[src/rtl/zet_muldiv_pkg.sv]
// Shared encodings and helpers for the zet_muldiv iterative multiply/divide unit.
package zet_muldiv_pkg;

    typedef enum logic [1:0] {
        OP_MUL  = 2'b00,
        OP_IMUL = 2'b01,
        OP_DIV  = 2'b10,
        OP_IDIV = 2'b11
    } op_e;

    typedef enum logic [2:0] {
        ST_IDLE = 3'd0,
        ST_CHK  = 3'd1,
        ST_ITER = 3'd2,
        ST_FIX  = 3'd3,
        ST_DONE = 3'd4
    } state_e;

    // Bits needed to hold values 0..value-1
    function automatic int clog2(input int value);
        int res;
        res = 32'sd0;
        for (int v = value - 32'sd1; v > 32'sd0; v = v >> 1) begin
            res = res + 32'sd1;
        end
        return res;
    endfunction

endpackage

[src/rtl/zet_divstep.sv]
// One restoring-division step: shift a dividend bit into the partial remainder
// and subtract the divisor when it fits.
module zet_divstep
    import zet_muldiv_pkg::*;
#(
    parameter int WIDTH = 16
) (
    input  logic [WIDTH-1:0] rem_in,
    input  logic             bit_in,
    input  logic [WIDTH-1:0] divisor,
    output logic [WIDTH-1:0] rem_out,
    output logic             q_bit
);

    logic [WIDTH:0] trial_s;

    // Trial subtraction of the divisor from the shifted partial remainder
    always_comb begin
        trial_s = {rem_in, bit_in};
        q_bit   = (trial_s >= {1'b0, divisor});
        if (q_bit) begin
            rem_out = WIDTH'(trial_s - {1'b0, divisor});
        end else begin
            rem_out = trial_s[WIDTH-1:0];
        end
    end

endmodule

[src/rtl/zet_muldiv.sv]
// Iterative MUL/IMUL/DIV/IDIV unit with 8086 result placement and divide exceptions.
// Optional macro ZET_MULDIV_EARLY_EN lets multiplies finish once the multiplier is exhausted.
module zet_muldiv
    import zet_muldiv_pkg::*;
#(
    parameter int WIDTH = 16
) (
    input  logic             clk,
    input  logic             rst,
    input  logic             start,
    input  logic [1:0]       op,
    input  logic             byteop,
    input  logic [WIDTH-1:0] a_hi,
    input  logic [WIDTH-1:0] a_lo,
    input  logic [WIDTH-1:0] b,
    output logic             busy,
    output logic             done,
    output logic [WIDTH-1:0] res_lo,
    output logic [WIDTH-1:0] res_hi,
    output logic             mul_ov,
    output logic             div_exc
);

    localparam int H  = WIDTH / 2;
    localparam int W2 = 2 * WIDTH;
    localparam int CW = clog2(WIDTH + 1);
    localparam logic [WIDTH-1:0] QMAX_W = {1'b0, {(WIDTH-1){1'b1}}};
    localparam logic [WIDTH-1:0] QMAX_B = {{(H+1){1'b0}}, {(H-1){1'b1}}};

    state_e           state_r, next_state_s;
    op_e              op_r;
    logic             byte_r;
    logic [WIDTH-1:0] a_hi_r, a_lo_r, b_r;
    logic [WIDTH-1:0] hi_r, lo_r, m_r, mr_r;
    logic [CW-1:0]    cnt_r;
    logic             q_neg_r, r_neg_r, ovf_r;
    logic             busy_r, done_r, div_exc_r, mul_ov_r;
    logic [WIDTH-1:0] res_lo_r, res_hi_r;

    logic             is_div_s, is_sgn_s;
    logic [WIDTH-1:0] a_ext_s, b_ext_s, a_mag_s, b_mag_s;
    logic [W2-1:0]    dv_s, dv_mag_s;
    logic             a_neg_s, b_neg_s, d_neg_s;
    logic [WIDTH-1:0] dv_hi_s, dv_lo_s;
    logic             hi_ge_s, chk_exc_s;
    logic [WIDTH:0]   sum_s;
    logic [WIDTH-1:0] hi_nxt_s, lo_nxt_s, mr_nxt_s, rem_nxt_s;
    logic             q_bit_s, last_s, early_s;
    logic [W2-1:0]    prod_w_s;
    logic [WIDTH-1:0] prod_bm_s, prod_b_s;
    logic [WIDTH-1:0] quo_s, rem_s, qmax_s, quo_sg_s, rem_sg_s;
    logic [WIDTH-1:0] fix_lo_s, fix_hi_s;
    logic             fix_ov_s, fix_exc_s;

    // Operand sign extension, magnitudes and the unsigned-divide overflow precheck
    always_comb begin
        is_div_s = (op_r == OP_DIV) || (op_r == OP_IDIV);
        is_sgn_s = (op_r == OP_IMUL) || (op_r == OP_IDIV);
        if (byte_r) begin
            a_ext_s = {{H{is_sgn_s & a_lo_r[H-1]}}, a_lo_r[H-1:0]};
            b_ext_s = {{H{is_sgn_s & b_r[H-1]}}, b_r[H-1:0]};
            dv_s    = {{WIDTH{is_sgn_s & a_lo_r[WIDTH-1]}}, a_lo_r};
        end else begin
            a_ext_s = a_lo_r;
            b_ext_s = b_r;
            dv_s    = {a_hi_r, a_lo_r};
        end
        a_neg_s  = is_sgn_s & a_ext_s[WIDTH-1];
        b_neg_s  = is_sgn_s & b_ext_s[WIDTH-1];
        d_neg_s  = is_sgn_s & dv_s[W2-1];
        a_mag_s  = a_neg_s ? -a_ext_s : a_ext_s;
        b_mag_s  = b_neg_s ? -b_ext_s : b_ext_s;
        dv_mag_s = d_neg_s ? -dv_s : dv_s;
        // Byte dividend low half sits at the top of lo so it shifts out first
        if (byte_r) begin
            dv_hi_s = {{H{1'b0}}, dv_mag_s[WIDTH-1:H]};
            dv_lo_s = {dv_mag_s[H-1:0], {H{1'b0}}};
        end else begin
            dv_hi_s = dv_mag_s[W2-1:WIDTH];
            dv_lo_s = dv_mag_s[WIDTH-1:0];
        end
        hi_ge_s   = (dv_hi_s >= b_mag_s);
        chk_exc_s = is_div_s && ((b_ext_s == {WIDTH{1'b0}}) || (!is_sgn_s && hi_ge_s));
    end

    zet_divstep #(.WIDTH(WIDTH)) u_divstep (
        .rem_in  (hi_r),
        .bit_in  (lo_r[WIDTH-1]),
        .divisor (m_r),
        .rem_out (rem_nxt_s),
        .q_bit   (q_bit_s)
    );

    // One iteration: right-shift add for multiply, left-shift restore for divide
    always_comb begin
        sum_s = {1'b0, hi_r} + (mr_r[0] ? {1'b0, m_r} : {(WIDTH+1){1'b0}});
        if (is_div_s) begin
            hi_nxt_s = rem_nxt_s;
            lo_nxt_s = {lo_r[WIDTH-2:0], q_bit_s};
        end else begin
            {hi_nxt_s, lo_nxt_s} = {sum_s, lo_r[WIDTH-1:1]};
        end
        mr_nxt_s = mr_r >> 1;
        last_s   = (cnt_r == CW'(1));
`ifdef ZET_MULDIV_EARLY_EN
        early_s  = !is_div_s && (mr_nxt_s == {WIDTH{1'b0}}) && !last_s;
`else
        early_s  = 1'b0;
`endif
    end

    // Sign correction, result placement and overflow checks applied in FIX
    always_comb begin
        prod_w_s  = q_neg_r ? -{hi_r, lo_r} : {hi_r, lo_r};
        prod_bm_s = {hi_r[H-1:0], lo_r[WIDTH-1:H]};
        prod_b_s  = q_neg_r ? -prod_bm_s : prod_bm_s;
        if (byte_r) begin
            quo_s  = {{H{1'b0}}, lo_r[H-1:0]};
            rem_s  = {{H{1'b0}}, hi_r[H-1:0]};
            qmax_s = QMAX_B;
        end else begin
            quo_s  = lo_r;
            rem_s  = hi_r;
            qmax_s = QMAX_W;
        end
        quo_sg_s  = q_neg_r ? -quo_s : quo_s;
        rem_sg_s  = r_neg_r ? -rem_s : rem_s;
        fix_exc_s = is_div_s && is_sgn_s && (ovf_r || (quo_s > qmax_s));
        if (is_div_s) begin
            fix_lo_s = byte_r ? {rem_sg_s[H-1:0], quo_sg_s[H-1:0]} : quo_sg_s;
            fix_hi_s = byte_r ? {WIDTH{1'b0}} : rem_sg_s;
            fix_ov_s = mul_ov_r;
        end else if (byte_r) begin
            fix_lo_s = prod_b_s;
            fix_hi_s = {WIDTH{1'b0}};
            fix_ov_s = is_sgn_s ? (prod_b_s[WIDTH-1:H] != {H{prod_b_s[H-1]}})
                                : (prod_b_s[WIDTH-1:H] != {H{1'b0}});
        end else begin
            {fix_hi_s, fix_lo_s} = prod_w_s;
            fix_ov_s = is_sgn_s ? (prod_w_s[W2-1:WIDTH] != {WIDTH{prod_w_s[WIDTH-1]}})
                                : (prod_w_s[W2-1:WIDTH] != {WIDTH{1'b0}});
        end
    end

    // Next-state selection
    always_comb begin
        next_state_s = state_r;
        case (state_r)
            ST_IDLE: if (start) next_state_s = ST_CHK; else next_state_s = ST_IDLE;
            ST_CHK:  if (chk_exc_s) next_state_s = ST_DONE; else next_state_s = ST_ITER;
            ST_ITER: if (last_s || early_s) next_state_s = ST_FIX; else next_state_s = ST_ITER;
            ST_FIX:  next_state_s = ST_DONE;
            ST_DONE: next_state_s = ST_IDLE;
            default: next_state_s = ST_IDLE;
        endcase
    end

    // State register
    always_ff @(posedge clk or posedge rst) begin
        if (rst) begin
            state_r <= ST_IDLE;
        end else begin
            state_r <= next_state_s;
        end
    end

    // Handshake flags are decoded from the next state so they leave a flop
    always_ff @(posedge clk or posedge rst) begin
        if (rst) begin
            busy_r    <= 1'b0;
            done_r    <= 1'b0;
            div_exc_r <= 1'b0;
        end else begin
            busy_r    <= (next_state_s == ST_CHK) || (next_state_s == ST_ITER) ||
                         (next_state_s == ST_FIX);
            done_r    <= (next_state_s == ST_DONE);
            div_exc_r <= ((state_r == ST_CHK) && chk_exc_s) || ((state_r == ST_FIX) && fix_exc_s);
        end
    end

    // Operand latch, iteration datapath and result write-back
    always_ff @(posedge clk or posedge rst) begin
        if (rst) begin
            op_r     <= OP_MUL;
            byte_r   <= 1'b0;
            a_hi_r   <= {WIDTH{1'b0}};
            a_lo_r   <= {WIDTH{1'b0}};
            b_r      <= {WIDTH{1'b0}};
            hi_r     <= {WIDTH{1'b0}};
            lo_r     <= {WIDTH{1'b0}};
            m_r      <= {WIDTH{1'b0}};
            mr_r     <= {WIDTH{1'b0}};
            cnt_r    <= {CW{1'b0}};
            q_neg_r  <= 1'b0;
            r_neg_r  <= 1'b0;
            ovf_r    <= 1'b0;
            res_lo_r <= {WIDTH{1'b0}};
            res_hi_r <= {WIDTH{1'b0}};
            mul_ov_r <= 1'b0;
        end else begin
            case (state_r)
                ST_IDLE: begin
                    if (start) begin
                        op_r   <= op_e'(op);
                        byte_r <= byteop;
                        a_hi_r <= a_hi;
                        a_lo_r <= a_lo;
                        b_r    <= b;
                    end
                end
                ST_CHK: begin
                    cnt_r <= byte_r ? CW'(H) : CW'(WIDTH);
                    if (is_div_s) begin
                        hi_r    <= dv_hi_s;
                        lo_r    <= dv_lo_s;
                        m_r     <= b_mag_s;
                        mr_r    <= {WIDTH{1'b0}};
                        q_neg_r <= d_neg_s ^ b_neg_s;
                        r_neg_r <= d_neg_s;
                        ovf_r   <= is_sgn_s & hi_ge_s;
                    end else begin
                        hi_r    <= {WIDTH{1'b0}};
                        lo_r    <= {WIDTH{1'b0}};
                        m_r     <= a_mag_s;
                        mr_r    <= b_mag_s;
                        q_neg_r <= a_neg_s ^ b_neg_s;
                        r_neg_r <= 1'b0;
                        ovf_r   <= 1'b0;
                    end
                end
                ST_ITER: begin
                    cnt_r <= cnt_r - CW'(1);
                    mr_r  <= mr_nxt_s;
`ifdef ZET_MULDIV_EARLY_EN
                    // Skipped steps would only shift, so apply them all at once
                    if (early_s) begin
                        {hi_r, lo_r} <= {hi_nxt_s, lo_nxt_s} >> (cnt_r - CW'(1));
                    end else begin
                        {hi_r, lo_r} <= {hi_nxt_s, lo_nxt_s};
                    end
`else
                    hi_r <= hi_nxt_s;
                    lo_r <= lo_nxt_s;
`endif
                end
                ST_FIX: begin
                    if (!fix_exc_s) begin
                        res_lo_r <= fix_lo_s;
                        res_hi_r <= fix_hi_s;
                        mul_ov_r <= fix_ov_s;
                    end
                end
                default: begin
                end
            endcase
        end
    end

    assign busy    = busy_r;
    assign done    = done_r;
    assign div_exc = div_exc_r;
    assign res_lo  = res_lo_r;
    assign res_hi  = res_hi_r;
    assign mul_ov  = mul_ov_r;

endmodule

[config.mk]
export PLATFORM = sky130hd
export DESIGN_NAME = zet_muldiv
export DESIGN_NICKNAME = d
export VERILOG_FILES = /design/src/rtl/zet_muldiv_pkg.sv /design/src/rtl/zet_divstep.sv /design/src/rtl/zet_muldiv.sv
export SDC_FILE = /design/constraint.sdc
export NUM_CORES = 1
export LEC_CHECK = 0
export CORE_MARGIN = 8
export CORE_UTILIZATION = 60
export CTS_CLUSTER_DIAMETER = 60
export CTS_CLUSTER_SIZE = 25
export DETAILED_ROUTE_END_ITERATION = 8
export DONT_BUFFER_PORTS = 1
export HOLD_SLACK_MARGIN = 0.03
export PLACE_DENSITY = 0.73
export SETUP_SLACK_MARGIN = 0.4
export SYNTH_ARGS = -nofsm -noshare
export SYNTH_HDL_FRONTEND = slang
export SYNTH_SLANG_ARGS = --single-unit
[constraint.sdc]
create_clock -name clk -period 6.7 [get_ports clk]
set_input_delay 0.67 -clock clk [delete_from_list [all_inputs] [get_ports clk]]
set_output_delay 0.67 -clock clk [all_outputs]
set_load 0.02 [all_outputs]
# Word-level counts from Yosys, hierarchy flattened
# Index checks and enable logic that the tools add are counted.
[word_totals]
ff_bits = 162
output_inout_bits = 36
wordCells = 123
[op_classes]
n_addsub = 10
n_lt_le_gt_ge = 3
eq_ne = 13
mux = 44
bitwise = 11
reduce_logical = 22
[op_table]
columns = ["op", "count"]
rows = [
  ["two-way mux 16 bit", 25],
  ["two-way mux 32 bit", 3],
  ["case mux 16 bit (2 select lines)", 3],
  ["negation 16 bit", 5],
  ["negation 32 bit", 2],
  ["adder 16 x 16 -> 17 bit", 1],
  [">= comparator 17 x 16 -> 1 bit", 1],
  [">= comparator 16 bit", 1],
  ["greater-than comparator 16 bit", 1],
  ["zero test 16 bit", 1],
  ["!= test 16 bit", 1],
  ["nonzero test 16 bit", 1],
  ["subtractor 16 bit", 1],
  ["two-way mux 15 bit", 1],
  ["equality test 3 x 2 -> 1 bit, second input constant", 4],
  ["case mux 3 bit (4 select lines)", 1],
  ["case mux 5 bit (2 select lines)", 1],
  ["two-way mux 1 bit", 8],
  ["!= test 8 bit", 1],
  ["nonzero test 8 bit", 1],
  ["AND 1 bit", 7],
  ["logical OR 1 bit", 7],
  ["equality test 3 x 1 -> 1 bit, second input constant", 2],
  ["logical AND 1 bit", 6],
  ["14 further kinds", 18],
]

# Depth between registers and ports, before layout
# Gate-level depths: netlist of the first run.
[depth]
ltp_word = 16
depth_mapped = 19
ltp_nobuf = 19

# Hierarchy
# Synthesis of the first run repeated with hierarchy kept, for this count alone.
[unflattened]
hier_cells = 1528
area_unflattened_um2 = 12861.1
[by_module_without_submodules]
columns = ["module", "n_inst", "cells_per_inst", "area_per_inst_um2", "seq_area_each_um2"]
rows = [
  ["zet_muldiv", 1, 1372, 11696.2, 4053.9],
  ["zet_divstep", 1, 156, 1164.9, 0.0],
]

# Worst setup path before layout of the first run
# No wires, ideal clock.
[synth_path]
path_type = "register -> register"
from = "reg a_lo_r[0]"
to = "reg done_r (netlist: done)"
arrival_ns = 3.914
t_required_ns = 6.580
path_slack_ns = 2.665
path_stages_with_launch = 19
path_buffers = 0
period_less_slack_ns = 4.035
path_cell_list = "dfrtp_1 > inv_1 > ha_1 > or3b_1 > or3_4 > or4_4 > a211oi_2 > a21oi_1 > xnor2_1 > nor2_1 > ha_1 > a21o_1 > a21o_1 > a21o_1 > a21oi_1 > o21ai_0 > a21oi_1 > o21ai_0 > o211a_1"
[synth_via]
elab_chain_len = 11
[synth_lines]
columns = ["item", "line_no", "text"]
rows = [
  ["start: declaration", "zet_muldiv.sv:33", "logic [WIDTH-1:0] a_hi_r, a_lo_r, b_r;"],
  ["start signal: assignment", "zet_muldiv.sv:187", "a_lo_r <= {WIDTH{1'b0}};"],
  ["start signal: assignment", "zet_muldiv.sv:207", "a_lo_r <= a_lo;"],
  ["two-way mux 32 bit", "zet_muldiv.sv:59", "if (byte_r) begin"],
  ["negation 32 bit", "zet_muldiv.sv:73", "dv_mag_s = d_neg_s ? -dv_s : dv_s;"],
  ["two-way mux 32 bit", "zet_muldiv.sv:73", ""],
  ["two-way mux 16 bit", "zet_muldiv.sv:75", "if (byte_r) begin"],
  [">= comparator 16 bit", "zet_muldiv.sv:82", "hi_ge_s = (dv_hi_s >= b_mag_s);"],
  ["logical AND 1 bit", "zet_muldiv.sv:83", "chk_exc_s = is_div_s && ((b_ext_s == {WIDTH{1'b0}}) || (!is_sgn_s && hi_ge_s));"],
  ["logical OR 1 bit", "zet_muldiv.sv:83", ""],
  ["logical AND 1 bit", "zet_muldiv.sv:83", ""],
  ["two-way mux 3 bit", "zet_muldiv.sv:150", "ST_CHK: if (chk_exc_s) next_state_s = ST_DONE; else next_state_s = ST_ITER;"],
  ["case mux 3 bit (4 select lines)", "zet_muldiv.sv:148", "case (state_r)"],
  ["equality test 3 bit", "zet_muldiv.sv:176", "done_r <= (next_state_s == ST_DONE);"],
  ["end signal: assignment", "zet_muldiv.sv:176", ""],
  ["end: declaration", "zet_muldiv.sv:37", "logic busy_r, done_r, div_exc_r, mul_ov_r;"],
]
# No other way between the ends.
# A chain may end at the register's enable or synchronous reset.

# Worst setup path in the final report of the first run
[layout_path]
from = "reg a_lo_r[9]"
to = "reg done_r (netlist: done)"
[layout_via]
elab_chain_len = 11
[layout_lines]
columns = ["item", "line_no"]
rows = [
  ["two-way mux 32 bit *", "zet_muldiv.sv:59"],
  ["negation 32 bit", "zet_muldiv.sv:73"],
  ["two-way mux 32 bit *", "zet_muldiv.sv:73"],
  ["two-way mux 16 bit *", "zet_muldiv.sv:75"],
  [">= comparator 16 bit *", "zet_muldiv.sv:82"],
  ["logical AND 1 bit *", "zet_muldiv.sv:83"],
  ["logical OR 1 bit *", "zet_muldiv.sv:83"],
  ["logical AND 1 bit *", "zet_muldiv.sv:83"],
  ["two-way mux 3 bit *", "zet_muldiv.sv:150"],
  ["case mux 3 bit (4 select lines) *", "zet_muldiv.sv:148"],
  ["equality test 3 bit *", "zet_muldiv.sv:176"],
]
# Mark *: on every way between the ends. The rest lies on a longest branch, timed or not.

==> results list, run 1 <==
* EDFF count, synth: 0
- Top-area cell type share of the netlist area: between 30% and 40%
* Per-cell via count in the routed design: between 6 and 7
- Number of different library cells in the post-synthesis netlist: 81
- Across the VDD grid, the largest voltage drop is around 320 uV.
- Clock edge transition at the registers on the reported setup and hold paths: 70 ps
* Number of endpoints with negative hold slack in the final report: 0
- Across the run, the number of max-cap violations was 0.
* Leakage component of the power: around 5.5 nW
* Mean instance size in the synthesized netlist: 8.269 um2
- The first global-routing pass estimated approximately 59000 um of wire.
* Sum of internal, switching and leakage power: 8.340 mW
- Biggest area contributors in the synthesized netlist: dfrtp_1, o21ai_0, ha_1
- Comb power frac: about three fifths
- Area of all placed cells without fillers: 13370 um2
- Layout cell share with drive strength beyond 1: 8.480%
- After synthesis the cells add up to around 13000 um2.
- Most numerous cell on the critical path: a21o_1
* Cell Count, Final, Fillers Out: 1750
- The path class of the tightest hold or removal check is primary input to asynchronous set/reset pin.
* Critical-path maximum fanout: 11
- Core box area: between 20000 and 25000 um2
- Summed over all nets, the switching power comes to 4.391 mW.
- I/O Pins: 90
- Worst slew margin: 22.72%
- Setup Fix Bufs, Post-CTS: 0
- For this run, the number of Yosys warnings is 0.
- The number of placed instances, taps included, is approximately 1.7k.
- Number of sinks driven by the clock tree: between 150 and 200
- Final Critical Period: around 4800 ps
- For this run, design rule violations remaining after detail routing come to 0.
* Data arrival at the endpoint of the critical path: about 5000 ps
- Detailed Routing Iterations Pass 1: 5
- In the final timing run, aggregate negative setup slack is 0 ps.
- Detailed placement finished with a half-perimeter wire length of between 20000 and 30000 um.
* Placed instance area: 12810 um2
- In this run switching power makes up between 50 and 60% of total power.
- Sequential cells burn 27.9% of the power.
* Outcome: completed
- Fin nets: ~1.6k
- Once the floorplan was initialized, standard cells occupied just over 60% of the core.
- Total routed wirelength: between 30000 and 40000 um
- The final route contains around 11k vias.
- Setup repair after global routing left no endpoint under its margin.
- After global routing the overflow that remains totals 0.
- TritonCTS built the clock tree.
* Clk pwr share: a little under an eighth
- Of all cell types, the one taking the most synthesized area is dfrtp_1.
* P per Cell Area: about 620 nW/um2
* CP Cell Sequence: or4_1 > nor4_1 > nand3_1 > nor3_1 > a21oi_1 > xnor2_1 > nor2_1 > ha_1 > a21o_1 > a21o_1 > a21o_1 > a21o_1 > a21oi_1 > o21ai_0 > a21oi_1 > o21ai_0 > o211a_1
- Clock tree synthesis inserted a total of 17 buffers.
- F_max: ~0.21 GHz
- Critical Setup Path Class: flop to flop
- After clock tree synthesis, the flow added hold-fix buffers numbering 0.
* Mean routed wirelength per cell: about 21 um
- In this run the vertical extent of the chip is approximately 160 um.
- Slowest Stage Delay on Critical Path: ~590 ps
* Internal Power: 3.949 mW
- Period Utilization, post-route: just over 70%
* DRC marker count from the first detailed-route iteration: between 900 and 1k
- STA classifies the critical path endpoint as a flop.
- Gates resized during post-CTS repair numbered 0.
- The initial antenna violation count came to 2.
- Async set-or-reset flop fraction in the synthesized netlist: 100.0%
- Flop and latch count out of synthesis: 162
- Maximum number of pins on one net before global-route repair: a little over 100
- In this run the remaining antenna-violating nets after routing total 0.
- Library cell used as clock root buffer: clkbuf_16
- The count of buffers added on input and output ports is 0.
* Most common flop cell mapped by yosys: dfrtp_1
- The die is between 150 and 200 um wide.
- Final max-slew violation count: 0
* H-tree depth: 4
* Post-Route Skew: around 16 ps
- Worst slew pin tran: 1155 ps
* Utilization of the core after routing: between 60% and 70%
- The congestion estimate from routability-driven global placement came to around 0.95.
- Final Setup Violations: 0
- The number of global-route vias before repair was ~11k.
- For the worst-skew pair, the clock arrives at the later sink with an insertion delay of about 440 ps.
* Floorplan die area: ~26000 um2
* Startpoint class of the critical path: flop
- Growth of design area from synthesis to finish: 4.561%
* Nets in the synthesized netlist: roughly 1.7k
- The share of the Yosys chip area taken by registers is about a third.
- Counting along the longest clock path gives a buffer depth of 2.
- Overall global routing resource usage: 27.88%
- Placement row count: 53
* Max stage delay cell, worst path: or4_1
* Synthesized instance count: 1546
* Required time of the worst setup path: approximately 7000 ps
[final timing paths]
path	startpoint	to	slack, ps	cells after the start
max in group asynchronous	rst	op_r[1]	4980	2
setup reg to reg	a_lo_r[9]	done	1930	17
min in group clk	b[11]	b_r[11]	340	2
hold reg to reg	mr_r[15]	mr_r[15]	490	2
setup / recovery	a_lo_r[9]	done	1930	17
hold / removal	rst	m_r[13]	280	1
[placed cells by master (no fill, tap or decap), drive strengths merged, types with 41 or more instances in the layout]
| cell type | count |
|---|---|
| a21oi | 91 |
| dfrtp | 162 |
| ha | 57 |
| inv | 54 |
| mux2 | 44 |
| nand2 | 154 |
| nor2 | 119 |
| nor3 | 41 |
| o21ai | 160 |
| xnor2 | 81 |
| xor2 | 53 |
[critical path: cells and delay by family (launching register included)]
kind / cells / cell delay (ps)
XOR/XNOR: 1 / 170
AO/OA/AOI/OAI: 10 / 1850
AND/OR/NAND/NOR: 5 / 1780
adder cells (fa/ha/maj): 1 / 360
flip-flops: 1 / 500
[power by group through the flow]
| stage | clock, mW | combinational (mW) | sequential (mW) |
|---|---|---|---|
| final | 0.944 | 5.07 | 2.33 |
| after global routing | 0.990 | 5.58 | 2.41 |
| after CTS | 0.949 | 5.00 | 2.31 |
| after detailed placement | 0 | 4.97 | 2.33 |
| after global placement | 0 | 4.90 | 2.31 |
| after floorplan | 0 | 4.15 | 1.82 |
[per-stage QoR]
step / setup WS [ps] / hold slack, ps
CTS: 1972 / 323.8
finish: 1930 / 281.6
global route: 1402 / 335.3
floorplan: 1653 / 449.3
global placement: 2077 / 470.6
detailed placement: 1990 / 476.6
[cells by family after synthesis]
family / Yosys count / synth area share (%)
AND/OR/NAND/NOR: 493 / 18.87
multiplexers: 73 / 6.245
buffers and inverters: 168 / 5.021
adder cells (fa/ha/maj): 59 / 5.892
flip-flops: 162 / 31.71
XOR/XNOR: 134 / 9.181
AO/OA/AOI/OAI: 457 / 23.08
[Yosys cell counts, types with 28 or more instances]
library cell / instances
a21oi_1: 91
clkbuf_1: 102
dfrtp_1: 162
ha_1: 57
inv_1: 47
mux2_2: 44
mux2i_1: 28
nand2_1: 153
nand3_1: 35
nor2_1: 118
nor3_1: 41
o21ai_0: 156
xnor2_1: 81
xor2_1: 53
[layout make-up]
type | instances | area, um2
timing repair buffer | 16 | 120.1
sequential | 162 | 4059
multi-input combinational | 1216 | 8104
inverter | 48 | 185.2
clock inverter | 13 | 118.9
tap | 275 | 344.1
clock buffer | 19 | 432.9
fill | 1870 | 7589
antenna | 1 | 2.502
[per-layer routing]
metal | routed length (um) | GRT usage [%] | vias up
li1 | - | - | 5420
met1 | 15840 | 36.59 | 5376
met2 | 16560 | 43.69 | 473
met3 | 2956 | 5.821 | 77
met4 | 1294 | 12.42 | 2
met5 | 10 | 0 | -
No activity file was read; power rests on OpenSTA's default activity.
==> run 2: changes to the inputs <==
Settings changed: CORE_UTILIZATION 60 to 59, PLACE_DENSITY 0.73 to 0.75.
Clock period 6.7 ns to 4.3 ns, I/O delays scaled along.
==> run 2 against run 1 <==
Compared with the run above:
- sequential cell count did not move
- utilization rose by 1.4 points
- via count rose by 4.7%
- clock-buffer cell count rose by 1
- die area rose by 1.5%
- wire length rose by 5.1%
- sequential share of layout area fell by 1.5 points
- worst setup slack got worse by 1600 ps
- clock skew fell by 5.2 ps
- non-clock buffer count rose by 63
- maximum frequency rose by 19%
==> results list, run 2 (synthesis results as in run 1) <==
- Combined buffer and inverter count along the critical path: 2
* Slowest Stage Delay on Critical Path: approximately 570 ps
- Hold wc startpoint: b[11]
- After the first detailed-routing iteration, the DRC count stood at ~1.3k.
* Critical Path End Type: flop
- Total routed wirelength: about 39000 um
- The max-slew violation count is 0.
* F_max: 0.2492 GHz
- Buffers inserted during clock tree synthesis total 17.
- Post-Route Skew: 10.74 ps
- The detail route stage leaves a number of antenna-violating nets equal to 0.
- After legalization and detailed placement, the total HPWL measured about 28000 um.
- The clock passes through at most 2 buffers.
* Top cell family by delay on the critical path: simple AND/OR/NAND/NOR gates
- For this run, the total global-route usage over all layers was measured as between 20 and 30%.
* Max stage delay cell, worst path: or4_4
* Final Critical Period: around 4000 ps
* Layout cell share with drive strength beyond 1: between 10 and 15%
* Per-cell via count in the routed design: approximately 6.5
- The initial utilization of the core area, before any placement, comes to 59.31%.
- Critical Path Start: a_lo_r[0]
- The critical path goes through buf_4 > or4_4 > nor3_2 > nand3_1 > nor3_1 > a21oi_1 > xnor2_1 > nor2_1 > ha_1 > a21o_1 > a21o_1 > a21o_1 > a21o_1 > a21oi_2 > o21ai_2 > a21oi_2 > buf_6 > o21ai_2 > o211a_1.
* Setup WS pre-CTS: -5.469 ps
* TritonCTS clock tree: yes
* Most used cells in the layout excluding fill and tap cells: dfrtp_1, nand2_1, o21ai_0
* Number of port buffers: 0
* Clock edge transition at the registers on the reported setup and hold paths: 70 ps
- Maximum number of pins on one net before global-route repair: 86
* Period Utilization, post-route: between 90% and 100%
* Most numerous cell on the critical path: a21o_1
- In this run the standard cell core region covers about 22000 um2.
- Number of sinks driven by the clock tree: 162
- Vias in the first global route: approximately 11k
- Number of design rule violations left after detail routing: 0
* Worst Hold Slack: about 110 ps
* Wire length of the first global-routing pass: between 60000 and 70000 um
- Initial antenna violation count: 0
* Count of antenna diodes in the layout: 0
- Relative to the synthesized area, the layout overhead comes to 9.924%.
- During I/O placement, the number of pins put on the boundary was 90.
- After global routing the overflow that remains totals 0.
* Worst slew margin: 33.27%
* Later-pin clock latency in the skew report: approximately 440 ps
* Max-cap violations: 0
- Placer congestion estimate: 0.9892
- Final Setup Violations: 0
- Placement row count: 54
- Overall die width: 163.2 um
- The tree is rooted in a clkbuf_16.
* Unrepaired setup endpoints after global routing: true
* Via count: 11.89k
- The worst setup path is launched from a flop.
- Worst slew pin tran: between 1000 and 1500 ps
- The count of final hold-check violations was 0.
- Outcome: completed
- Of all nets on the critical path, the largest fanout is 4.
- In this run the critical register-to-register path is launched from a_lo_r[0].
* Floorplan die area: about 27000 um2
* Data arrival at the endpoint of the critical path: around 4300 ps
* Worst Setup Slack, final: around 290 ps
* Commonest non-fill, non-tap cell in the layout: dfrtp_1
- Die height: approximately 160 um
- The H-tree was split into 4 levels.
* Required time of the worst setup path: 4620 ps
- Fin nets: around 1.6k
- Detailed Routing Iterations Pass 1: 7
- Critical Setup Path Class: flop to flop
- Tightest Hold Check Type: primary input to flop
* Mean routed wirelength per cell: between 20 and 25 um
run 2: changes by cell type in the layout (fill, tap and decap cells not counted), sizes merged:
cell	delta
dlygate4sd3	+1
clkinv	-1
diode	-1
clkbuf	+1
inv	-1
buf	+62
run 2: repair_timing:
item,CTS,global route
buffers inserted,10,9
pin swaps,14,23
resized for setup,9,29
endpoints found under the setup margin,6,7
hold buffers,1,0
endpoints found under the hold margin,21,0
run 2: per-layer routing:
layer  part of all wire, %  track usage (%)
met1                    41            37.90
met2                    46            45.68
met3                   9.2            4.435
met4                   3.8            13.05
met5                     0                0
run 2: cell type report:
class	count	area, um2
fillers	1827	7501
flip-flops and latches	162	4059
clock inverters	11	92.59
well taps	280	350.3
inverters	48	183.9
clock buffers	20	466.7
multi-input cells	1216	8272
repair buffers	79	628.1
run 2: through the flow:
| step | area (um2) | setup TNS, ps | utilization, % | instances |
|---|---|---|---|---|
| 2_1_floorplan | 12790 | 0 | - | 1546 |
| 3_3_place_gp | 13170 | 0 | 61.09 | 1765 |
| 3_5_place_dp | 13170 | -5.469 | 61.09 | 1765 |
| 4_1_cts | 13850 | 0 | 64.24 | 1807 |
| 5_1_grt | 14050 | 0 | 65.20 | 1816 |
| 6_report | 14050 | 0 | 65.20 | 1816 |
run 2: final timing paths:
kind	endpoint	slack [ps]	depth (start not counted)
min	b_r[11]	110	2
min in group asynchronous	res_hi[10]	610	2
min reg2reg	ovf_r	510	2
max	state_r[2]	290	19
max reg2reg	state_r[2]	290	19
max in group asynchronous	op_r[1]	2800	3
Power of run 2 is left out: the tool's default activity adds up to more than one toggle a clock period on the data nets, which glitch-free logic cannot reach.
